--- src/rtl/div_seq.sv ---
// Iterative signed restoring divider: one quotient bit per cycle, then a sign-fix cycle.
// Flags divide-by-zero and the single overflowing case (most-negative / -1) on checkDiv.
`timescale 1ns/1ps
module div_seq #(
    parameter int WIDTH = 8
) (
    input  logic             clk,
    input  logic             rst,
    input  logic             start,
    input  logic [WIDTH-1:0] a,
    input  logic [WIDTH-1:0] b,
    output logic [WIDTH-1:0] q,
    output logic [WIDTH-1:0] r,
    output logic             checkDiv,
    output logic             busy,
    output logic             done
);

    localparam int CW = (WIDTH > 1) ? $clog2(WIDTH) : 1;
    localparam logic [CW-1:0]    LAST   = CW'(WIDTH - 1);
    localparam logic [WIDTH-1:0] MAXPOS = {1'b0, {(WIDTH-1){1'b1}}};

    typedef enum logic [1:0] {
        IDLE,
        CALC,
        FIX
    } state_t;

    state_t           r_state;
    state_t           w_next;

    logic [CW-1:0]    r_count;
    logic [WIDTH-1:0] r_qd;
    logic [WIDTH-1:0] r_rem;
    logic [WIDTH-1:0] r_abs_b;
    logic [WIDTH-1:0] r_a;
    logic             r_sign_q;
    logic             r_sign_r;
    logic             r_zero;

    logic [WIDTH-1:0] w_abs_a;
    logic [WIDTH-1:0] w_abs_b;
    logic [WIDTH:0]   w_rem_sh;
    logic [WIDTH:0]   w_diff;
    logic             w_ge;
    logic [WIDTH-1:0] w_rem_nx;
    logic [WIDTH-1:0] w_qd_nx;
    logic             w_b_zero;

    assign w_abs_a  = a[WIDTH-1] ? -a : a;
    assign w_abs_b  = b[WIDTH-1] ? -b : b;
    assign w_b_zero = (b == '0);

    // The partial remainder is always below |b| after an iteration, so WIDTH bits
    // of storage suffice; only the shifted trial value needs the extra bit.
    assign w_rem_sh = {r_rem, r_qd[WIDTH-1]};
    assign w_diff   = w_rem_sh - {1'b0, r_abs_b};
    assign w_ge     = ~w_diff[WIDTH];
    assign w_rem_nx = w_ge ? w_diff[WIDTH-1:0] : w_rem_sh[WIDTH-1:0];
    assign w_qd_nx  = {r_qd[WIDTH-2:0], w_ge};

    always_ff @(posedge clk or posedge rst) begin
        if (rst) begin
            r_state <= IDLE;
        end else begin
            r_state <= w_next;
        end
    end

    always_comb begin
        w_next = r_state;
        case (r_state)
            IDLE: begin
                if (start) begin
                    w_next = w_b_zero ? FIX : CALC;
                end
            end
            CALC: begin
                if (r_count == LAST) begin
                    w_next = FIX;
                end
            end
            FIX: begin
                w_next = IDLE;
            end
            default: begin
                w_next = IDLE;
            end
        endcase
    end

    always_ff @(posedge clk or posedge rst) begin
        if (rst) begin
            r_count  <= '0;
            r_qd     <= '0;
            r_rem    <= '0;
            r_abs_b  <= '0;
            r_a      <= '0;
            r_sign_q <= 1'b0;
            r_sign_r <= 1'b0;
            r_zero   <= 1'b0;
            q        <= '0;
            r        <= '0;
            checkDiv <= 1'b0;
            busy     <= 1'b0;
            done     <= 1'b0;
        end else begin
            done <= 1'b0;
            case (r_state)
                IDLE: begin
                    if (start) begin
                        r_a      <= a;
                        r_abs_b  <= w_abs_b;
                        r_sign_q <= a[WIDTH-1] ^ b[WIDTH-1];
                        r_sign_r <= a[WIDTH-1];
                        r_zero   <= w_b_zero;
                        r_count  <= '0;
                        r_rem    <= '0;
                        r_qd     <= w_abs_a;
                        busy     <= ~w_b_zero;
                    end
                end
                CALC: begin
                    r_rem   <= w_rem_nx;
                    r_qd    <= w_qd_nx;
                    r_count <= r_count + CW'(1);
                end
                FIX: begin
                    busy <= 1'b0;
                    done <= 1'b1;
                    if (r_zero) begin
                        q        <= '0;
                        r        <= r_a;
                        checkDiv <= 1'b1;
                    end else begin
                        q        <= r_sign_q ? -r_qd : r_qd;
                        r        <= r_sign_r ? -r_rem : r_rem;
                        checkDiv <= (~r_sign_q) && (r_qd > MAXPOS);
                    end
                end
                default: begin
                    busy <= 1'b0;
                end
            endcase
        end
    end

endmodule

--- config.mk ---
export PLATFORM = sky130hd
export DESIGN_NAME = div_seq
export DESIGN_NICKNAME = d
export VERILOG_FILES = /design/src/rtl/div_seq.sv
export SDC_FILE = /design/constraint.sdc
export NUM_CORES = 1
export LEC_CHECK = 0
export CORE_MARGIN = 2
export CORE_UTILIZATION = 35
export CTS_BUF_LIST = sky130_fd_sc_hd__clkbuf_4
export DETAILED_ROUTE_END_ITERATION = 6
export PLACE_DENSITY = 0.57
export REMOVE_ABC_BUFFERS = 1
export SYNTH_ARGS = -nofsm -noshare
export SYNTH_HDL_FRONTEND = slang
export SYNTH_SLANG_ARGS = --single-unit
export TNS_END_PERCENT = 50
--- constraint.sdc ---
create_clock -name clk -period 2.8 [get_ports clk]
set_clock_uncertainty 0.05 [all_clocks]
set_input_delay 0.56 -clock clk [delete_from_list [all_inputs] [get_ports clk]]
set_output_delay 0.56 -clock clk [all_outputs]
set_load 0.01 [all_outputs]
==> flow_summary.json <==
{
  "cts_sinks": 58,
  "cts_hold_buf": 0,
  "ys_types": 46,
  "post_cts_resized": 0,
  "synth_most_common_cell": "nand2_1",
  "hpwl_um": 5780,
  "die_x_um": 102,
  "track_usage_pct": 16.2,
  "core_area_sq_um": 9280,
  "numCtsBuffers": 9,
  "ys_async_sr_fraction_pct": 100,
  "rrSetupSlack_ns": 0.17,
  "setup_viol": 0,
  "fin_setup_tns_ns": 0,
  "synth_cells": 371,
  "gr-total-overflow": 0,
  "crit_fanout": 6,
  "p_leak_nw": 1.78,
  "synth_flop_cell": "dfrtp_1",
  "synth_area_leaders": "dfrtp_1, nand2_1, o21ai_0",
  "nFillCells": 959,
  "synth_top_area_share_pct": 43.0,
  "antenna_found_initial": 0,
  "cts_tree": "yes",
  "globalplace.congestion": 0.864,
  "worstPathArrival_ns": 2.91,
  "vias_per_cell": 5.03,
  "ioPinCount": 38,
  "synth_area_leader_cell": "dfrtp_1",
  "antenna_cells": 0,
  "synth_seq_cells": 58,
  "htree_levels": 3,
  "slew_headroom_pct": 50.2,
  "path_class": "reg -> reg",
  "clockBufferDepth": 2,
  "rr_worst_depth": 8,
  "period_needed_ns": 2.63,
  "num_rows": 35,
  "die_area_sq_um": 10400,
  "worst_pin_slew_ns": 0.744,
  "grt_pass1_vias": 2668,
  "rsz0062_at_grt": "false",
  "antenna_left": 0,
  "critPathLaunchType": "flop",
  "drcViolationCount": 0,
  "power_density_nw_per_um2": 1220,
  "synth_common_cells": "nand2_1, dfrtp_1, o21ai_0, inv_1, clkbuf_1",
  "dr_total_vias": 2734,
  "nets": 444,
  "setup.worst_path.start": "r_qd[7]",
  "crit_required_ns": 3.08,
  "yosysSeqAreaShare_pct": 43.0,
  "grt_first_pass_wirelength_um": 13200,
  "synth_edf_count": 0,
  "first_pass_iters": 4,
  "avgSynthCellArea_sq_um": 9.10,
  "r2r-end": "r_rem[5]",
  "cts_setup_buffers": 0,
  "hp-start": "r[5]",
  "area_growth_syn_to_layout_pct": 18.8,
  "portBuffers": 37,
  "finalInstanceArea_sq_um": 4010,
  "clock_latency_ns": 0.39,
  "drtIter0Drc": 212,
  "root_buffer": "clkbuf_4",
  "vdd_drop_max_mv": 0.397,
  "drive_gt1_share_pct": 7.73,
  "r2r_start": "r_qd[7]",
  "drt-total-wl_um": 7660,
  "netlist_area_sq_um": 3370,
  "dieHeight_um": 102,
  "hold_class": "reg -> reg",
  "hold_end": "r[5]",
  "end_kind": "flop",
  "start_util_pct": 36.3,
  "wl_per_cell_um": 14.1,
  "outcome": "complete, no violations",
  "fin_crit_sh_pct": 93.8,
  "drv_cap": 0,
  "fmax_ghz": 0.381,
  "drv_slew": 0,
  "min_path_cells": 2,
  "placed_cell_area_sq_um": 3910,
  "grt_max_degree": 32,
  "hold_viol": 0,
  "cts.reportedPaths.clkPinSlew_ns": 0.10,
  "yosysWarnings": 0
}
worst max path at each step:
stage | end | slack, ns | cells past startpoint
after global placement | r_rem[4] | 0.27 | 8
after floorplan | r_rem[4] | 0.43 | 8
final | r_rem[5] | 0.17 | 8
after global routing | r_rem[6] | 0.002 | 8
after CTS | r_rem[5] | 0.18 | 8
after detailed placement | r_rem[5] | 0.22 | 8
logic make-up (layout without fill, tap and decap cells):
kind of cell	after synthesis	in the layout	share of synthesized area, %
and+or+nand+nor	122	122	16.9
AOI/OAI and AO/OA	99	99	20.1
DFF	58	58	43.0
buffers and inverters	42	85	4.67
xor gates and xnor gates	25	25	6.49
adders and majority gates	15	15	5.78
muxes	10	10	3.00
final cells by class:
| class | count | area [sq um] | share of cell area (%) |
|---|---|---|---|
| Sequential cell | 58 | 1450 | 36.2 |
| Clock buffer | 11 | 82.6 | 2.06 |
| Multi-Input combinational cell | 271 | 1770 | 44.0 |
| Timing Repair Buffer | 46 | 438 | 10.9 |
| Tap cell | 129 | 161 | 4.03 |
| Clock inverter | 4 | 20.0 | 0.499 |
| Inverter | 24 | 90.1 | 2.25 |
cell usage in the layout, fill, tap and decap left out, drive strengths merged, types with 7 or more instances in the layout:
cell	synthesis	layout
xor2	10	10
clkdlybuf4s50	0	37
o21ai	37	37
nand3	8	8
o31ai	11	11
nand2	61	61
nor2	13	13
clkbuf	16	11
buf	2	9
inv	24	24
a21oi	14	14
xnor2	15	15
nand2b	9	9
dfrtp	58	58
a22oi	7	7
ha	14	14
nor2b	7	7
mux2i	9	9
worst max-delay path, stage by stage (launching register included):
cell       delay [ns]
dfrtp_1          0.42
inv_1            0.09
ha_1             0.22
fa_1             0.40
nand2b_1         0.18
a211o_1          0.34
a21o_1           0.25
a2111oi_0        0.45
a311o_1          0.18
metrics by stage:
stage | hold slack [ns] | utilization [%] | setup slack [ns] | total power, mW | std cells
after global routing | 0.464 | 43.2 | 0.00169 | 5.40 | 543
after detailed placement | 0.417 | 42.1 | 0.218 | 4.42 | 528
after CTS | 0.442 | 43.2 | 0.181 | 4.93 | 543
after floorplan | 0.395 | - | 0.431 | 3.55 | 353
final | 0.433 | 43.2 | 0.174 | 4.88 | 543
after global placement | 0.410 | 42.1 | 0.269 | 4.37 | 528
state kept, by name, indices dropped and copies added (netlist names):
signal / cells
r_abs_b: 8
checkDiv: 1
busy: 1
r_sign_q: 1
r: 8
done: 1
r_state: 2
r_count: 3
r_zero: 1
r_qd: 8
r_a: 8
q: 8
r_rem: 8
report_power, final:
| part | total [mW] | leakage (nW) | switching (mW) | internal (mW) |
|---|---|---|---|---|
| clock | 0.484 | 0.0578 | 0.294 | 0.191 |
| combinational | 2.75 | 1.01 | 1.44 | 1.31 |
| sequential | 1.65 | 0.714 | 0.401 | 1.24 |
per-layer routing:
layer	global-route usage, %	vias up	share of wire [%]
met4	4.00	0	1.1
met5	0	-	0
met3	4.31	7	4.1
met2	24.5	53	45
met1	23.1	1287	50
li1	-	1387	-
(Power assumes the default switching activity.)
